$ cat src/rtl/vga_pll_seq_pkg.sv
`default_nettype none
// ============================================================================
//  Module   : vga_pll_seq_pkg
//  Purpose  : Shared state encoding, default timing constants and a
//             counter-width helper for the VGA PLL power-up sequencer.
//  Revision : 1.0  initial release
// ============================================================================
package vga_pll_seq_pkg;

   // Sequencer state encoding (3 bits)
   localparam logic [2:0] HOLD   = 3'd0;
   localparam logic [2:0] WAIT   = 3'd1;
   localparam logic [2:0] STABLE = 3'd2;
   localparam logic [2:0] RUN    = 3'd3;
   localparam logic [2:0] FAULT  = 3'd4;

   typedef enum logic [2:0] {
      ST_HOLD   = HOLD,
      ST_WAIT   = WAIT,
      ST_STABLE = STABLE,
      ST_RUN    = RUN,
      ST_FAULT  = FAULT
   } state_e;

   // Default timing for a 48 MHz board clock
   localparam int c_def_rst_cycles    = 16;
   localparam int c_def_lock_timeout  = 4800;
   localparam int c_def_stable_cycles = 1024;
   localparam int c_def_max_retries   = 3;

   // Width of a counter that must hold 0 .. n-1 (never below 1 bit)
   function automatic int cnt_width(input int n);
      return (n > 1) ? $clog2(n) : 1;
   endfunction

endpackage : vga_pll_seq_pkg
`default_nettype wire

$ cat src/rtl/vga_pll_seq_lock_filter.sv
`default_nettype none
// ============================================================================
//  Module   : pll_lock_filter
//  Purpose  : Two-flop synchronizer for the asynchronous PLL lock output and
//             a consecutive-high counter. stableDone is high in the cycle in
//             which the STABLE_CYCLES-th consecutive synced-high sample is seen.
//  Revision : 1.0  initial release
// ============================================================================
module pll_lock_filter
   import vga_pll_seq_pkg::*;
#(
   parameter int STABLE_CYCLES = c_def_stable_cycles
) (
   input  logic clkin,
   input  logic reset_n,
   input  logic clr,
   input  logic pllLocked,
   output logic lockS,
   output logic stableDone
);

   localparam int             CW     = cnt_width(STABLE_CYCLES);
   localparam logic [CW-1:0]  c_last = CW'(STABLE_CYCLES - 1);

   logic [1:0]    r_sync;
   logic [CW-1:0] r_cnt;

   // Bring pllLocked into the clkin domain
   always_ff @(posedge clkin) begin
      if (!reset_n) r_sync <= 2'b00;
      else          r_sync <= {r_sync[0], pllLocked};
   end

   assign lockS = r_sync[1];

   // Count prior consecutive synced-high cycles, holding at the terminal value
   always_ff @(posedge clkin) begin
      if (!reset_n || clr || !lockS) r_cnt <= '0;
      else if (r_cnt != c_last)      r_cnt <= r_cnt + 1'b1;
   end

   assign stableDone = lockS && (r_cnt == c_last);

endmodule : pll_lock_filter
`default_nettype wire

$ cat src/rtl/vga_pll_sequencer.sv
`default_nettype none
// ============================================================================
//  Module   : vga_pll_sequencer
//  Purpose  : Power-up / relock sequencer for the VGA pixel-clock PLL.
//             Drives PLL reset, qualifies lock, gates vgaReady, detects lock
//             timeout and loss of lock, retries and reports a sticky fault.
//  Config   : VGA_PLL_SEQ_AUTORETRY_EN - when defined, failures retry up to
//             MAX_RETRIES times; otherwise every failure goes to FAULT.
//  Revision : 1.0  initial release
// ============================================================================
module vga_pll_sequencer
   import vga_pll_seq_pkg::*;
#(
   parameter int RST_CYCLES    = c_def_rst_cycles,
   parameter int LOCK_TIMEOUT  = c_def_lock_timeout,
   parameter int STABLE_CYCLES = c_def_stable_cycles,
   parameter int MAX_RETRIES   = c_def_max_retries
) (
   input  logic                               clkin,
   input  logic                               reset_n,
   input  logic                               pllLocked,
   input  logic                               restart,
   output logic                               pllReset,
   output logic                               vgaReady,
   output logic                               fault,
   output logic [$clog2(MAX_RETRIES+1)-1:0]   retryCnt
);

   localparam int             RW          = $clog2(MAX_RETRIES + 1);
   localparam int             HW          = cnt_width(RST_CYCLES);
   localparam int             TW          = cnt_width(LOCK_TIMEOUT);
   localparam logic [HW-1:0]  c_hold_last = HW'(RST_CYCLES - 1);
   localparam logic [TW-1:0]  c_tout_last = TW'(LOCK_TIMEOUT - 1);
`ifdef VGA_PLL_SEQ_AUTORETRY_EN
   localparam logic [RW-1:0]  c_retry_max = RW'(MAX_RETRIES);
`endif

   state_e        r_state;
   state_e        w_state_nxt;
   logic [HW-1:0] r_hcnt;
   logic [TW-1:0] r_tcnt;
   logic [RW-1:0] r_retry;
   logic [RW-1:0] w_retry_nxt;
   logic          r_pll_reset;
   logic          r_vga_ready;
   logic          r_fault;
   logic          w_lock_s;
   logic          w_stable_done;
   logic          w_filter_clr;
   logic          w_hold_done;
   logic          w_timeout;
   logic          w_fail;
   logic          w_locking;

   // While the PLL is held in reset its lock output means nothing
   assign w_filter_clr = (r_state == ST_HOLD) || (r_state == ST_FAULT);
   assign w_locking    = (r_state == ST_WAIT) || (r_state == ST_STABLE);
   assign w_hold_done  = (r_hcnt == c_hold_last);
   assign w_timeout    = w_locking && (r_tcnt == c_tout_last);

   pll_lock_filter #(
      .STABLE_CYCLES (STABLE_CYCLES)
   ) u_lock_filter (
      .clkin      (clkin),
      .reset_n    (reset_n),
      .clr        (w_filter_clr),
      .pllLocked  (pllLocked),
      .lockS      (w_lock_s),
      .stableDone (w_stable_done)
   );

   // Next state and retry count; restart overrides any same-cycle failure
   always_comb begin
      w_state_nxt = r_state;
      w_retry_nxt = r_retry;
      w_fail      = 1'b0;
      case (r_state)
         ST_HOLD: begin
            if (w_hold_done) w_state_nxt = ST_WAIT;
         end
         ST_WAIT: begin
            if (w_timeout)          w_fail      = 1'b1;
            else if (w_stable_done) w_state_nxt = ST_RUN;
            else if (w_lock_s)      w_state_nxt = ST_STABLE;
         end
         ST_STABLE: begin
            if (w_timeout)          w_fail      = 1'b1;
            else if (!w_lock_s)     w_state_nxt = ST_WAIT;
            else if (w_stable_done) w_state_nxt = ST_RUN;
         end
         ST_RUN: begin
            if (!w_lock_s) w_fail = 1'b1;
         end
         ST_FAULT: begin
            w_state_nxt = ST_FAULT;
         end
         default: begin
            w_state_nxt = ST_HOLD;
         end
      endcase
      if (w_fail) begin
`ifdef VGA_PLL_SEQ_AUTORETRY_EN
         if (r_retry != c_retry_max) begin
            w_retry_nxt = r_retry + 1'b1;
            w_state_nxt = ST_HOLD;
         end else begin
            w_state_nxt = ST_FAULT;
         end
`else
         w_state_nxt = ST_FAULT;
`endif
      end
      if (restart) begin
         w_state_nxt = ST_HOLD;
         w_retry_nxt = '0;
      end
   end

   // State register and registered outputs; ready drops on the edge leaving RUN
   always_ff @(posedge clkin) begin
      if (!reset_n) begin
         r_state     <= ST_HOLD;
         r_retry     <= '0;
         r_pll_reset <= 1'b1;
         r_vga_ready <= 1'b0;
         r_fault     <= 1'b0;
      end else begin
         r_state     <= w_state_nxt;
         r_retry     <= w_retry_nxt;
         r_pll_reset <= (w_state_nxt == ST_HOLD) || (w_state_nxt == ST_FAULT);
         r_vga_ready <= (r_state == ST_RUN) && (w_state_nxt == ST_RUN);
         r_fault     <= (w_state_nxt == ST_FAULT);
      end
   end

   // Hold counter: times the PLL reset pulse of each attempt
   always_ff @(posedge clkin) begin
      if (!reset_n || restart || (r_state != ST_HOLD) || w_hold_done) r_hcnt <= '0;
      else                                                             r_hcnt <= r_hcnt + 1'b1;
   end

   // Timeout counter: runs through WAIT and STABLE, survives STABLE->WAIT
   always_ff @(posedge clkin) begin
      if (!reset_n || restart || !w_locking || w_timeout) r_tcnt <= '0;
      else                                                r_tcnt <= r_tcnt + 1'b1;
   end

   assign pllReset = r_pll_reset;
   assign vgaReady = r_vga_ready;
   assign fault    = r_fault;
   assign retryCnt = r_retry;

endmodule : vga_pll_sequencer
`default_nettype wire

$ cat config.mk
export PLATFORM = sky130hd
export DESIGN_NAME = vga_pll_sequencer
export DESIGN_NICKNAME = d
export VERILOG_FILES = /design/src/rtl/vga_pll_seq_pkg.sv /design/src/rtl/vga_pll_seq_lock_filter.sv /design/src/rtl/vga_pll_sequencer.sv
export SDC_FILE = /design/constraint.sdc
export NUM_CORES = 1
export LEC_CHECK = 0
export CORE_MARGIN = 3
export CORE_UTILIZATION = 38
export CTS_BUF_LIST = sky130_fd_sc_hd__clkbuf_2 sky130_fd_sc_hd__clkbuf_4 sky130_fd_sc_hd__clkbuf_8
export DETAILED_ROUTE_END_ITERATION = 7
export MAX_ROUTING_LAYER = met4
export PLACE_DENSITY_LB_ADDON = 0.2
export SETUP_SLACK_MARGIN = 0.4
export SKIP_LAST_GASP = 1
export SYNTH_ARGS = -nofsm -noshare
export SYNTH_HDL_FRONTEND = slang
export SYNTH_SLANG_ARGS = --single-unit
$ cat constraint.sdc
create_clock -name clkin -period 3 [get_ports clkin]
set_input_delay 0.45 -clock clkin [delete_from_list [all_inputs] [get_ports clkin]]
set_output_delay 0.45 -clock clkin [all_outputs]
set_load 0.01 [all_outputs]
**Yosys cells after proc, flatten, opt, wreduce, memory -nomap -nowiden**

Cells that the tools add are included.

- Register bits after elaboration: 35
- Output and inout port bits: 5

- Add/sub/neg operators: 3
- Equality and inequality tests: 10
- Mux-type cells: 13
- Reduce and logical (&&, ||, !) cells: 20

Operator list:

| kind | count |
|---|---|
| $mux W3 | 9 |
| $pmux W3 S5 | 1 |
| $add A13 B1 Y13 const B | 1 |
| $eq A13 B13 Y1 const B | 1 |
| $add A10 B1 Y10 const B | 1 |
| $eq A10 B10 Y1 const B | 1 |
| $logic_or A1 B1 Y1 | 10 |
| $ne A10 B10 Y1 const B | 1 |
| $eq A3 B2 Y1 const B | 3 |
| $eq A3 B3 Y1 const B | 2 |
| $logic_not A3 Y1 | 2 |
| $add A4 B1 Y4 const B | 1 |
| $eq A4 B4 Y1 const B | 1 |
| $eq A3 B1 Y1 const B | 1 |
| $logic_and A1 B1 Y1 | 3 |
| $logic_not A1 Y1 | 3 |
| $reduce_bool A3 Y1 | 1 |
| $mux W1 | 2 |
| $pmux W1 S2 | 1 |
| $reduce_or A2 Y1 | 1 |

**Longest topological paths before layout**

Gate-level depths: netlist of run 1.

- Depth in word-level cells: 10
- Mapped depth: 6

**Modules after synthesis**

Synthesis of run 1 repeated with hierarchy kept, for this count alone.

- Cells, all modules: 188
- Area, all modules: 1,711.6 um2

Modules (own cells, without submodules):

| module | instances | cells each | area each (um2) |
|---|---|---|---|
| vga_pll_sequencer | 1 | 121 | 1,104.8 |
| pll_lock_filter | 1 | 67 | 606.8 |

**Least setup slack after synthesis of run 1**

OpenSTA, ideal clock, no wires.

- Kind: register to register
- From: register r_tcnt[0]
- To: register r_pll_reset, in the netlist pllReset
- Arrival: 1.509 ns
- Path slack: 1.372 ns
- Stages on the path, launching flop included: 6
- Path buffers: 0
- Path through: dfxtp_1 -> ha_1 -> and3_1 -> and4_4 -> a221o_1 -> a211o_1

- Longest elaborated chain between the ends: 8
- Elaborated cells between the ends (all ways): 12

RTL lines:

| item | line | text |
|---|---|---|
| start, declared | vga_pll_sequencer.sv:41 | `logic [TW-1:0] r_tcnt;` |
| start signal, assigned | vga_pll_sequencer.sv:145 | `else r_tcnt <= r_tcnt + 1'b1;` |
| $eq A13 B13 Y1 * | vga_pll_sequencer.sv:59 | `assign w_timeout = w_locking && (r_tcnt == c_tout_last);` |
| $logic_and A1 B1 Y1 * | vga_pll_sequencer.sv:59 |  |
| $mux W3, or another cell as far along | vga_pll_sequencer.sv:87 | `if (w_timeout) w_fail = 1'b1;` |
| $pmux W3 S5 or $pmux W1 S2 (tied branches) | vga_pll_sequencer.sv:77 | `case (r_state)` |
| $mux W3 * | vga_pll_sequencer.sv:101 | `if (w_fail) begin` |
| $mux W3 * | vga_pll_sequencer.sv:113 | `if (restart) begin` |
| $eq A3 B3 Y1 or $logic_not A3 Y1 (tied branches) | vga_pll_sequencer.sv:130 | `r_pll_reset <= (w_state_nxt == ST_HOLD) \|\| (w_state_nxt == ST_FAULT);` |
| $logic_or A1 B1 Y1 * | vga_pll_sequencer.sv:130 |  |
| end signal, assigned | vga_pll_sequencer.sv:130 |  |
| end, declared | vga_pll_sequencer.sv:44 | `logic r_pll_reset;` |

Mark *: on every way between the ends. The rest lies on a longest branch, timed or not.
A chain may end at the register's enable or synchronous reset.

**Final worst setup path of run 1**

Same ends and word-level chain as after synthesis.

==> load_flow_metrics.sql, run 1 <==
INSERT INTO impl_metrics (metric_group, metric, value, unit) VALUES
('synthesis', 'post_synthesis_mux_area_share', '0.0127', ''),
('timing', 'fin_setup_tns', '0', 'ns'),
('grt', 'grt_pass1_vias', '1111', ''),
('layout', 'antennaDiodeCount', '0', ''),
('grt', 'grt_remaining_overflow', '0', ''),
('synthesis', 'post_synth.cell_area_avg', '8.79', 'um^2'),
('layout', 'final_layout_size_suffix_gt1_frac', '0.0595', ''),
('critical_path', 'critical_path_peak_fanout', '5', ''),
('route', 'wl', '2760', 'um'),
('timing', 'crit_share_post_route', '0.579', ''),
('critical_path', 'rr_worst_depth', '5', ''),
('clock_tree', 'clkSinkCount', '35', ''),
('critical_path', 'slowest_delay', '0.33', 'ns'),
('synthesis', 'compound_gate_portion_of_the_synthesized_area', '0.0819', ''),
('floorplanning', 'die_area', '4950', 'um^2'),
('synthesis', 'yosys.area_share.adder', '0.0238', ''),
('pwr', 'vdd_ir_drop_max', '177', 'uV'),
('synthesis', 'synth.distinct_cells', '41', ''),
('route', 'detail_route.first_pass.iterations', '4', ''),
('critical_path', 'worstPathCellList', 'ha_1, and3_1, and4_4, a221o_1, a211o_1', ''),
('timing', 'report.final.slew_viol_count', '0', ''),
('clock_tree', 'cts_tree', 'built', ''),
('place', 'port_buffers', '6', ''),
('clock_tree', 'cts-hold-fix-buffers', '0', ''),
('synthesis', 'seq_area_frac_synth', '0.445', ''),
('timing', 'rsz0062_at_grt', 'no', ''),
('grt', 'use_met3', '0.0532', ''),
('synthesis', 'syn-instance-count', '179', ''),
('grt', 'antenna_found_initial', '0', ''),
('synthesis', 'synth-simple-area-share', '0.294', ''),
('route', 'antenna_violating_nets_post_route', '0', ''),
('place', 'cell_total_after_placement', '226', ''),
('grt', 'grt_busiest_layer', 'met2', ''),
('floorplanning', 'initial_utilization', '0.411', ''),
('pwr', 'p_leak', '0.000586', 'uW'),
('critical_path', 'worst-endpoint-required', '3.17', 'ns'),
('timing', 'timing_worst_slew_pin_value', '0.528', 'ns'),
('route', 'wl_per_cell', '11.9', 'um'),
('grt', 'wire_length_of_the_first_global_routing_pass', '4880', 'um'),
('clock_tree', 'post_cts_resize_count', '0', ''),
('clock_tree', 'clkLatencyLatePin', '0.28', 'ns'),
('run', 'maxCapViolCount', '0', ''),
('layout', 'finalNonFillerCells', '233', ''),
('clock_tree', 'cts_max_level', '2', ''),
('grt', 'grtUsageMet2', '0.184', ''),
('pwr', 'areal_power_density_over_the_cells', '470', 'nW/um^2'),
('outcome', 'status', 'complete, no violations', ''),
('place', 'dp_hpwl', '1990', 'um'),
('timing', 'fin_hold_ws', '0.437', 'ns'),
('clock_tree', 'clockRootBuffer', 'clkbuf_8', ''),
('layout', 'post_route_cell_area', '1740', 'um^2'),
('route', 'dr_vias', '1231', ''),
('critical_path', 'startpoint_type', 'flip-flop', ''),
('synthesis', 'largest_family_of_logic_cells_by_synthesized_area', 'simple AND/OR/NAND/NOR gates', ''),
('critical_path', 'cp-end-kind', 'flip-flop', ''),
('critical_path', 'critical_path_arrival', '1.91', 'ns'),
('clock_tree', 'tritoncts.num_buffers', '5', ''),
('grt', 'pin_count_of_the_biggest_net_entering_global_routing', '14', ''),
('route', 'viasPerCell', '5.28', ''),
('floorplanning', 'std_cell_rows', '22', ''),
('floorplanning', 'die_x', '70.4', 'um'),
('clock_tree', 'number_of_buffers_on_the_longest_clock_path', '2', ''),
('floorplanning', 'design.core.area', '3830', 'um^2'),
('grt', 'grt_util_met1', '0.156', ''),
('layout', 'num-nets-final', '192', ''),
('synthesis', 'synth-warning-count', '0', ''),
('timing', 'max_freq', '576', 'MHz'),
('layout', 'area_growth_from_synthesis_to_layout', '10.4', '%'),
('route', 'initial_detailed_routing_violation_count', '78', ''),
('timing', 'worst_setup_skew_after_layout', '0.00271', 'ns'),
('timing', 'finalCriticalPeriod', '1.74', 'ns');
==> Yosys cell counts (all sizes together) <==
master	count	area, um^2
nand2b	2	12.5
nand2	7	26.3
inv	4	15.0
mux2i	2	20.0
a221o	1	10.0
a21oi	7	35.0
and4	3	28.8
nor3b	2	15.0
ha	3	37.5
xor2	10	87.6
nor4b	1	15.0
clkbuf	3	11.3
nor4	2	12.5
nand3	17	85.1
or4	1	7.51
nor4bb	1	10.0
or2	1	6.26
and2	3	18.8
buf	5	36.3
a31oi	1	6.26
nor2	30	113
a22oi	1	7.51
or3	1	6.26
nor3	4	20.0
nor2b	2	12.5
a211oi	2	15.0
xnor2	8	70.1
o21ai	3	15.0
a311oi	1	8.76
dfxtp	35	701
o31ai	2	15.0
nand4	5	31.3
and3	6	42.5
conb	1	3.75
a21o	1	7.51
a211o	1	8.76
==> flip-flops by register name, summed over array words and instances (netlist names) <==
name                  count
fault                     1
pllReset                  1
r_hcnt                    4
r_state                   3
r_tcnt                   13
u_lock_filter.r_cnt      10
u_lock_filter.r_sync      2
vgaReady                  1
==> kinds of logic (layout without fill, tap and decap cells) <==
logic type | count (synthesis) | in the layout
AOI/OAI and AO/OA | 20 | 20
DFF | 35 | 35
xor gates and xnor gates | 18 | 18
muxes | 2 | 2
buffers and inverters | 12 | 17
and+or+nand+nor | 88 | 88
adders and majority gates | 3 | 3
other | 1 | 2
==> cell usage in the layout (no fill, tap or decap), types with 3 or more instances in the layout <==
master and instances:
inv_1 4, dfxtp_1 35, and2_1 3, nand3_1 17, nand2_1 7, clkdlybuf4s50_1 6
xnor2_1 8, a21oi_1 7, xor2_1 10, nor3_1 4, clkbuf_8 6, and3_1 5
nand4_1 5, ha_1 3, nor2_1 30
==> routing by layer <==
metal	vias up	wire length, um	share of wire
met5	-	0	0
met4	0	53	0.019
met3	6	142	0.051
met2	20	1190	0.43
met1	573	1380	0.50
li1	632	-	-
==> stage by stage <==
step                      setup WS, ns   util  total power, uW
after floorplan                   1.37      -              488
after global placement            1.10  0.431              492
after detailed placement          1.08  0.431              493
after CTS                         1.26  0.454              831
after global routing              1.08  0.454              850
final                             1.26  0.454              817
==> layout make-up <==
class                           instances  area [um^2]
Tap cell                               48         60.1
Sequential cell                        35          701
Clock inverter                          1         5.00
Clock buffer                            6         82.6
Multi-Input combinational cell        133          815
Timing Repair Buffer                    6         60.1
Inverter                                4         15.0
Fill cell                             387         2090
==> where the power goes <==
group	internal [uW]	switching, uW	total (uW)
sequential	467	1.85	469
combinational	6.78	6.45	13.2
clock	180	155	335
==> critical path: cells and delay by family (launching register included) <==
| kind | cells | cell delay [ns] |
|---|---|---|
| AOI/OAI and AO/OA | 2 | 0.60 |
| adders and majority gates | 1 | 0.25 |
| DFF | 1 | 0.33 |
| and+or+nand+nor | 2 | 0.45 |
==> worst paths after layout <==
kind	start	to	slack (ns)
worst min register to register	u_lock_filter.r_sync[0]$_SDFF_PN0_	u_lock_filter.r_sync[1]$_SDFF_PN0_	0.44
worst max-delay path	r_tcnt[0]$_SDFF_PP0_	pllReset$_SDFF_PN1_	1.26
worst max register to register	r_tcnt[0]$_SDFF_PP0_	pllReset$_SDFF_PN1_	1.26
worst min-delay path	u_lock_filter.r_sync[0]$_SDFF_PN0_	u_lock_filter.r_sync[1]$_SDFF_PN0_	0.44
No activity file was read; power rests on OpenSTA's default activity.
==> inputs of run 2 (changes only) <==
==> constraint.sdc (replaced) <==
create_clock -name clkin -period 1.8 [get_ports clkin]
set_input_delay 0.27 -clock clkin [delete_from_list [all_inputs] [get_ports clkin]]
set_output_delay 0.27 -clock clkin [all_outputs]
set_load 0.01 [all_outputs]
==> run 2 against run 1 <==
Via count is 3.2% higher. Final cell count is 3.9% higher. Hold slack better by 0.0043 ns. First-iteration DRC count is 56% higher. Global-route usage is 0.16 points lower. Flip-flop and latch count stayed put. Clock power is 120% higher. Die area stayed put. Register-to-register slack worse by 0.95 ns. Sequential share of layout area is 3.8 points lower. Total power is 87% higher. Highest routed layer unchanged.
==> load_flow_metrics.sql, run 2 (synthesis gave the netlist of run 1 again) <==
INSERT INTO impl_metrics (metric_group, metric, value, unit) VALUES
('clock_tree', 'clkSinkCount', '35', ''),
('critical_path', 'startpoint_type', 'flip-flop', ''),
('layout', 'most_frequent_standard_cell_in_the_layout_excluding_fill_and_tap_cells', 'dfxtp_1', ''),
('layout', 'final_layout_size_suffix_gt1_frac', '0.232', ''),
('floorplanning', 'floorplan.io_pins', '9', ''),
('grt', 'wire_length_of_the_first_global_routing_pass', '4950', 'um'),
('critical_path', 'crit-reg2reg-capture', 'pllReset$_SDFF_PN1_', ''),
('place', 'gp_routability_congestion', '0.807', ''),
('critical_path', 'worst-endpoint-required', '1.97', 'ns'),
('clock_tree', 'clockRootBuffer', 'clkbuf_8', ''),
('route', 'viasPerCell', '5.25', ''),
('clock_tree', 'clkTransAtPathRegs', '0.07', 'ns'),
('timing', 'finalSetupViolCount', '0', ''),
('pwr', 'p_leak', '0.000689', 'uW'),
('place', 'placement.cell_area', '1690', 'um^2'),
('clock_tree', 'clkLatencyLatePin', '0.28', 'ns'),
('timing', 'worst_setup_skew_after_layout', '0.00437', 'ns'),
('critical_path', 'timing.reg2reg.setup_slack', '0.32', 'ns'),
('run', 'maxCapViolCount', '0', ''),
('layout', 'num-nets-final', '200', ''),
('layout', 'final.fill_count', '347', ''),
('route', 'initial_detailed_routing_violation_count', '122', ''),
('timing', 'crit_share_post_route', '0.824', ''),
('outcome', 'status', 'complete, no violations', ''),
('grt', 'pin_count_of_the_biggest_net_entering_global_routing', '14', ''),
('grt', 'grt_pass1_vias', '1142', ''),
('place', 'placement.setup.worst_slack', '0.159', 'ns'),
('clock_tree', 'cts_max_level', '2', ''),
('floorplanning', 'die_x', '70.4', 'um'),
('floorplanning', 'initial_utilization', '0.411', ''),
('grt', 'antenna_found_initial', '0', ''),
('place', 'port_buffers', '6', ''),
('grt', 'grt_remaining_overflow', '0', ''),
('layout', 'layout.core_utilization', '0.511', ''),
('route', 'wl', '3000', 'um'),
('layout', 'largest_register_ff_count', '13', ''),
('floorplanning', 'design.core.area', '3830', 'um^2'),
('timing', 'report.final.slew_viol_count', '0', ''),
('critical_path', 'setup.worst_path.end', 'pllReset$_SDFF_PN1_', ''),
('route', 'drc', '0', ''),
('timing', 'rsz0062_at_grt', 'yes', ''),
('route', 'dr_vias', '1270', ''),
('critical_path', 'critical_path_arrival', '1.66', 'ns'),
('route', 'antenna_violating_nets_post_route', '0', ''),
('layout', 'antennaDiodeCount', '0', ''),
('clock_tree', 'cts_tree', 'built', ''),
('critical_path', 'cp-end-kind', 'flip-flop', ''),
('critical_path', 'critical_path_peak_fanout', '2', ''),
('timing', 'setup_slack', '0.317', 'ns'),
('layout', 'register_with_the_most_flip_flops', 'r_tcnt', ''),
('floorplanning', 'die_area', '4950', 'um^2'),
('clock_tree', 'tritoncts.num_buffers', '5', ''),
('layout', 'top_regs', 'r_tcnt (13), u_lock_filter.r_cnt (10), r_hcnt (4)', ''),
('clock_tree', 'number_of_buffers_on_the_longest_clock_path', '2', ''),
('hold_path', 'hold_class', 'reg2reg', ''),
('critical_path', 'critical_path.reg2reg.startpoint', 'r_tcnt[0]$_SDFF_PP0_', ''),
('grt', 'grt.total_usage', '0.126', ''),
('layout', 'area_growth_from_synthesis_to_layout', '24.2', '%'),
('timing', 'max_freq', '674', 'MHz'),
('layout', 'most-common-layout-cells', '27 x dfxtp_1, 23 x nor2_1, 14 x nand3_1', ''),
('pwr', 'vdd_ir_drop_max', '336', 'uV'),
('critical_path', 'rr_worst_depth', '5', ''),
('timing', 'hold_viol', '0', ''),
('critical_path', 'timing_worst_setup_path_type', 'reg2reg', ''),
('critical_path', 'first_element_of_the_critical_path', 'r_tcnt[0]$_SDFF_PP0_', ''),
('floorplanning', 'std_cell_rows', '22', ''),
('place', 'dp_hpwl', '1960', 'um'),
('timing', 'fin_setup_tns', '0', 'ns'),
('timing', 'finalCriticalPeriod', '1.48', 'ns'),
('route', 'detail_route.first_pass.iterations', '4', ''),
('floorplanning', 'die_h', '70.4', 'um'),
('layout', 'post_route_cell_area', '1950', 'um^2'),
('pwr', 'areal_power_density_over_the_cells', '782', 'nW/um^2'),
('route', 'wl_per_cell', '12.4', 'um');
-- run 2: repair_timing --
item	CTS	global route
endpoints found under the setup margin	6	26
gates cloned	0	1
pin swaps	5	5
gates resized for setup	6	26
setup buffers	3	2
hold buffers	0	0
-- run 2: report_power, final --
group | internal, uW | switching (uW)
clock network | 448 | 273
logic | 14.2 | 12.4
registers | 777 | 3.23
total | 1240 | 289
-- run 2: through the flow --
step	hold WS, ns	power (uW)	cells
CTS	0.445	1550	239
global route	0.451	1600	242
finish	0.442	1530	242
floorplan	0.392	814	180
global placement	0.423	822	228
detailed placement	0.421	823	228
-- run 2: routing by layer --
metal,up-vias,wire [um],global-route usage
met5,-,0,-
met3,6,131,0.0403
met4,0,53,0.0511
met2,24,1400,0.185
met1,588,1410,0.158
li1,652,-,-
-- run 2: final cells by class --
type,instances,area (um^2),area share
multi-input combinational,133,917,0.469
inverter,4,15.0,0.00768
clock inverter,2,35.0,0.0179
timing repair buffer,14,131,0.0672
tap,48,60.1,0.0307
sequential,35,713,0.365
clock buffer,6,82.6,0.0423
-- run 2: worst min-delay path by stage --
stage | end | slack [ns] | startpoint | depth (start not counted)
3_5_place_dp | u_lock_filter.r_sync[1]$_SDFF_PN0_ | 0.42 | u_lock_filter.r_sync[0]$_SDFF_PN0_ | 1
2_1_floorplan | u_lock_filter.r_sync[0]$_SDFF_PN0_ | 0.39 | reset_n | 1
6_report | u_lock_filter.r_sync[1]$_SDFF_PN0_ | 0.44 | u_lock_filter.r_sync[0]$_SDFF_PN0_ | 1
4_1_cts | u_lock_filter.r_sync[1]$_SDFF_PN0_ | 0.44 | u_lock_filter.r_sync[0]$_SDFF_PN0_ | 1
3_3_place_gp | u_lock_filter.r_sync[1]$_SDFF_PN0_ | 0.42 | u_lock_filter.r_sync[0]$_SDFF_PN0_ | 1
5_1_grt | u_lock_filter.r_sync[1]$_SDFF_PN0_ | 0.45 | u_lock_filter.r_sync[0]$_SDFF_PN0_ | 1
-- run 2: worst max-delay path: stages (launching register included) --
cell	delay [ns]
dfxtp_4	0.35
ha_4	0.15
and3_4	0.17
and4_4	0.14
a221o_1	0.33
a211o_1	0.23
==> inputs of run 3 (changes only) <==
==> constraint.sdc (replaced) <==
create_clock -name clkin -period 1.4 [get_ports clkin]
set_input_delay 0.21 -clock clkin [delete_from_list [all_inputs] [get_ports clkin]]
set_output_delay 0.21 -clock clkin [all_outputs]
set_load 0.01 [all_outputs]
==> run 3 against run 2 <==
Global-route usage grew 2.5 points. Core utilization grew 6.2 points. Count of clock-buffer cells in the layout is the same. Combinational power grew 93%. Critical path depth is the same. The flow now finishes with violations (setup timing). Final cell count grew 8.3%.
==> load_flow_metrics.sql, run 3 (synthesis gave the netlist of run 1 again) <==
INSERT INTO impl_metrics (metric_group, metric, value, unit) VALUES
('critical_path', 'startpoint_type', 'flip-flop', ''),
('timing', 'setup_slack', '-0.0793', 'ns'),
('route', 'antenna_violating_nets_post_route', '0', ''),
('pwr', 'intPower', '1370', 'uW'),
('run', 'maxCapViolCount', '0', ''),
('critical_path', 'path_buf_inv', '0', ''),
('grt', 'grt_pass1_vias', '1359', ''),
('clock_tree', 'clkSinkCount', '35', ''),
('floorplanning', 'floorplan.io_pins', '9', ''),
('grt', 'grt_busiest_layer', 'met2', ''),
('route', 'detail_route.first_pass.iterations', '4', ''),
('floorplanning', 'die_x', '70.4', 'um'),
('route', 'wl_per_cell', '13.4', 'um'),
('hold_path', 'hold_class', 'reg2reg', ''),
('pwr', 'p_comb_frac', '0.030', ''),
('grt', 'pin_count_of_the_biggest_net_entering_global_routing', '14', ''),
('route', 'drc', '0', ''),
('clock_tree', 'cts_tree', 'built', ''),
('grt', 'use_met3', '0.0518', ''),
('grt', 'grt.total_usage', '0.151', ''),
('critical_path', 'cp-end-kind', 'flip-flop', ''),
('critical_path', 'critical_path.reg2reg.startpoint', 'r_tcnt[1]$_SDFF_PP0_', ''),
('clock_tree', 'tritoncts.num_buffers', '5', ''),
('critical_path', 'critical_path_peak_fanout', '2', ''),
('timing', 'hold_viol', '0', ''),
('outcome', 'violations', 'setup timing', ''),
('layout', 'layout.core_utilization', '0.573', ''),
('timing', 'finalSetupViolCount', '1', ''),
('critical_path', 'timing_worst_setup_path_type', 'reg2reg', ''),
('timing', 'finalCriticalPeriod', '1.48', 'ns'),
('layout', 'num-nets-final', '222', ''),
('grt', 'grtUsageMet2', '0.246', ''),
('layout', 'largest_register_ff_count', '13', ''),
('route', 'initial_detailed_routing_violation_count', '72', ''),
('pwr', 'areal_power_density_over_the_cells', '787', 'nW/um^2'),
('layout', 'antennaDiodeCount', '0', ''),
('critical_path', 'timing.reg2reg.setup_slack', '-0.08', 'ns'),
('clock_tree', 'cts-hold-fix-buffers', '0', ''),
('layout', 'register_with_the_most_flip_flops', 'r_tcnt', ''),
('pwr', 'pwr-share-seq', '0.576', ''),
('clock_tree', 'clkLatencyLatePin', '0.28', 'ns'),
('floorplanning', 'design.core.area', '3830', 'um^2'),
('outcome', 'status', 'finished, violations left', ''),
('timing', 'worst_setup_skew_after_layout', '0.00214', 'ns'),
('layout', 'area_growth_from_synthesis_to_layout', '39.3', '%'),
('layout', 'most_frequent_standard_cell_in_the_layout_excluding_fill_and_tap_cells', 'nor2_1', ''),
('clock_tree', 'clockRootBuffer', 'clkbuf_8', ''),
('floorplanning', 'die_area', '4950', 'um^2'),
('hold_path', 'worstHoldEndpoint', 'r_hcnt[0]$_SDFF_PP0_', ''),
('pwr', 'vdd_ir_drop_max', '395', 'uV'),
('floorplanning', 'std_cell_rows', '22', ''),
('pwr', 'swShare', '0.207', ''),
('pwr', 'power.clock.fraction', '0.394', ''),
('critical_path', 'slowest_delay', '0.34', 'ns'),
('floorplanning', 'die_h', '70.4', 'um'),
('critical_path', 'worst-endpoint-required', '1.57', 'ns'),
('grt', 'grt_util_met1', '0.169', ''),
('timing', 'max_freq', '676', 'MHz'),
('critical_path', 'rr_worst_depth', '5', ''),
('critical_path', 'cpMaxStageDelayCell', 'a221o_1', ''),
('timing', 'fin_hold_ws', '0.416', 'ns'),
('floorplanning', 'initial_utilization', '0.411', ''),
('place', 'dp_hpwl', '2360', 'um'),
('pwr', 'p_leak', '0.000773', 'uW'),
('hold_path', 'hp-start', 'r_hcnt[0]$_SDFF_PP0_', ''),
('timing', 'crit_share_post_route', '1.06', ''),
('layout', 'final_layout_size_suffix_gt1_frac', '0.397', ''),
('place', 'port_buffers', '6', ''),
('critical_path', 'critical_path_arrival', '1.65', 'ns'),
('layout', 'most-common-layout-cells', '28 x nor2_1, 25 x buf_4, 19 x dfxtp_1', ''),
('place', 'gp_routability_congestion', '0.808', ''),
('pwr', 'switching_power', '357', 'uW'),
('critical_path', 'worstPathCellList', 'ha_4, and3_4, and4_4, a221o_1, a211o_1', ''),
('grt', 'antenna_found_initial', '0', ''),
('timing', 'rsz0062_at_grt', 'yes', ''),
('clock_tree', 'number_of_buffers_on_the_longest_clock_path', '2', ''),
('critical_path', 'crit_family', 'compound AO/OA/AOI/OAI gates', ''),
('clock_tree', 'cts_max_level', '2', ''),
('layout', 'multi_input_comb_area', '1030', 'um^2'),
('grt', 'grt_remaining_overflow', '0', ''),
('grt', 'wire_length_of_the_first_global_routing_pass', '5840', 'um'),
('route', 'dr_vias', '1366', ''),
('hold_path', 'min_path_cells', '1', ''),
('critical_path', 'crit-reg2reg-capture', 'pllReset$_SDFF_PN1_', ''),
('timing', 'report.final.slew_viol_count', '0', ''),
('route', 'viasPerCell', '5.21', ''),
('route', 'wl', '3510', 'um'),
('layout', 'final.fill_count', '331', ''),
('layout', 'area.sequential', '733', 'um^2'),
('clock_tree', 'clkTransAtPathRegs', '0.06', 'ns'),
('layout', 'top_regs', 'r_tcnt (13), u_lock_filter.r_cnt (10), r_hcnt (4)', '');
-- run 3: changes by cell type in the layout (fill, tap and decap cells not counted), sizes merged --
| cell | previous run | this run |
|---|---|---|
| dlymetal6s2s | 2 | 0 |
| clkdlybuf4s50 | 3 | 2 |
| nand3 | 17 | 18 |
| clkinv | 1 | 0 |
| bufinv | 1 | 0 |
| buf | 8 | 32 |
-- run 3: worst max path at each step --
stage                     depth (start not counted)                 start                  end
after floorplan                                   5  r_tcnt[0]$_SDFF_PP0_  pllReset$_SDFF_PN1_
after global placement                            5               reset_n  pllReset$_SDFF_PN1_
after detailed placement                          5               reset_n  pllReset$_SDFF_PN1_
after CTS                                         5  r_tcnt[1]$_SDFF_PP0_  pllReset$_SDFF_PN1_
after global routing                              5  r_tcnt[1]$_SDFF_PP0_  pllReset$_SDFF_PN1_
final                                             5  r_tcnt[1]$_SDFF_PP0_  pllReset$_SDFF_PN1_
-- run 3: what timing repair did --
item / 4_1_cts / 5_1_grt
pin swaps: 18 / 14
gates resized for setup: 36 / 15
setup endpoints to repair: 35 / 32
setup buffers: 9 / 5
cloned: 0 / 1
-- run 3: cell type report --
type	instances	share of cell area
sequential	35	0.334
tap	48	0.0274
inverter	4	0.00685
timing repair buffer	35	0.126
clock buffer	6	0.0348
multi-input combinational	134	0.471
-- run 3: power groups by stage --
stage / Combinational (uW) / Clock, uW / Sequential (uW)
floorplan: 20.4 / 0 / 1030
global placement: 38.7 / 0 / 1030
detailed placement: 40.0 / 0 / 1030
CTS: 48.8 / 701 / 998
global route: 55.3 / 742 / 994
finish: 51.4 / 680 / 994
-- run 3: stage by stage --
stage                     cell area, um^2  setup WS (ns)  setup TNS [ns]  instances  power [uW]
after floorplan                      1710        -0.0812         -0.0812        180        1050
after global placement               1870         -0.149          -0.515        241        1060
after detailed placement             1870         -0.199          -0.969        241        1070
after CTS                            2090        -0.0723         -0.0723        256        1750
after global routing                 2190         -0.116          -0.239        262        1790
final                                2190        -0.0793         -0.0793        262        1730
-- run 3: per-layer routing --
layer | wire length (um) | vias to the layer above | part of all wire
met4 | 35 | 0 | 0.010
li1 | - | 694 | -
met3 | 113 | 4 | 0.032
met2 | 1760 | 19 | 0.50
met1 | 1600 | 649 | 0.46
met5 | 0 | - | 0
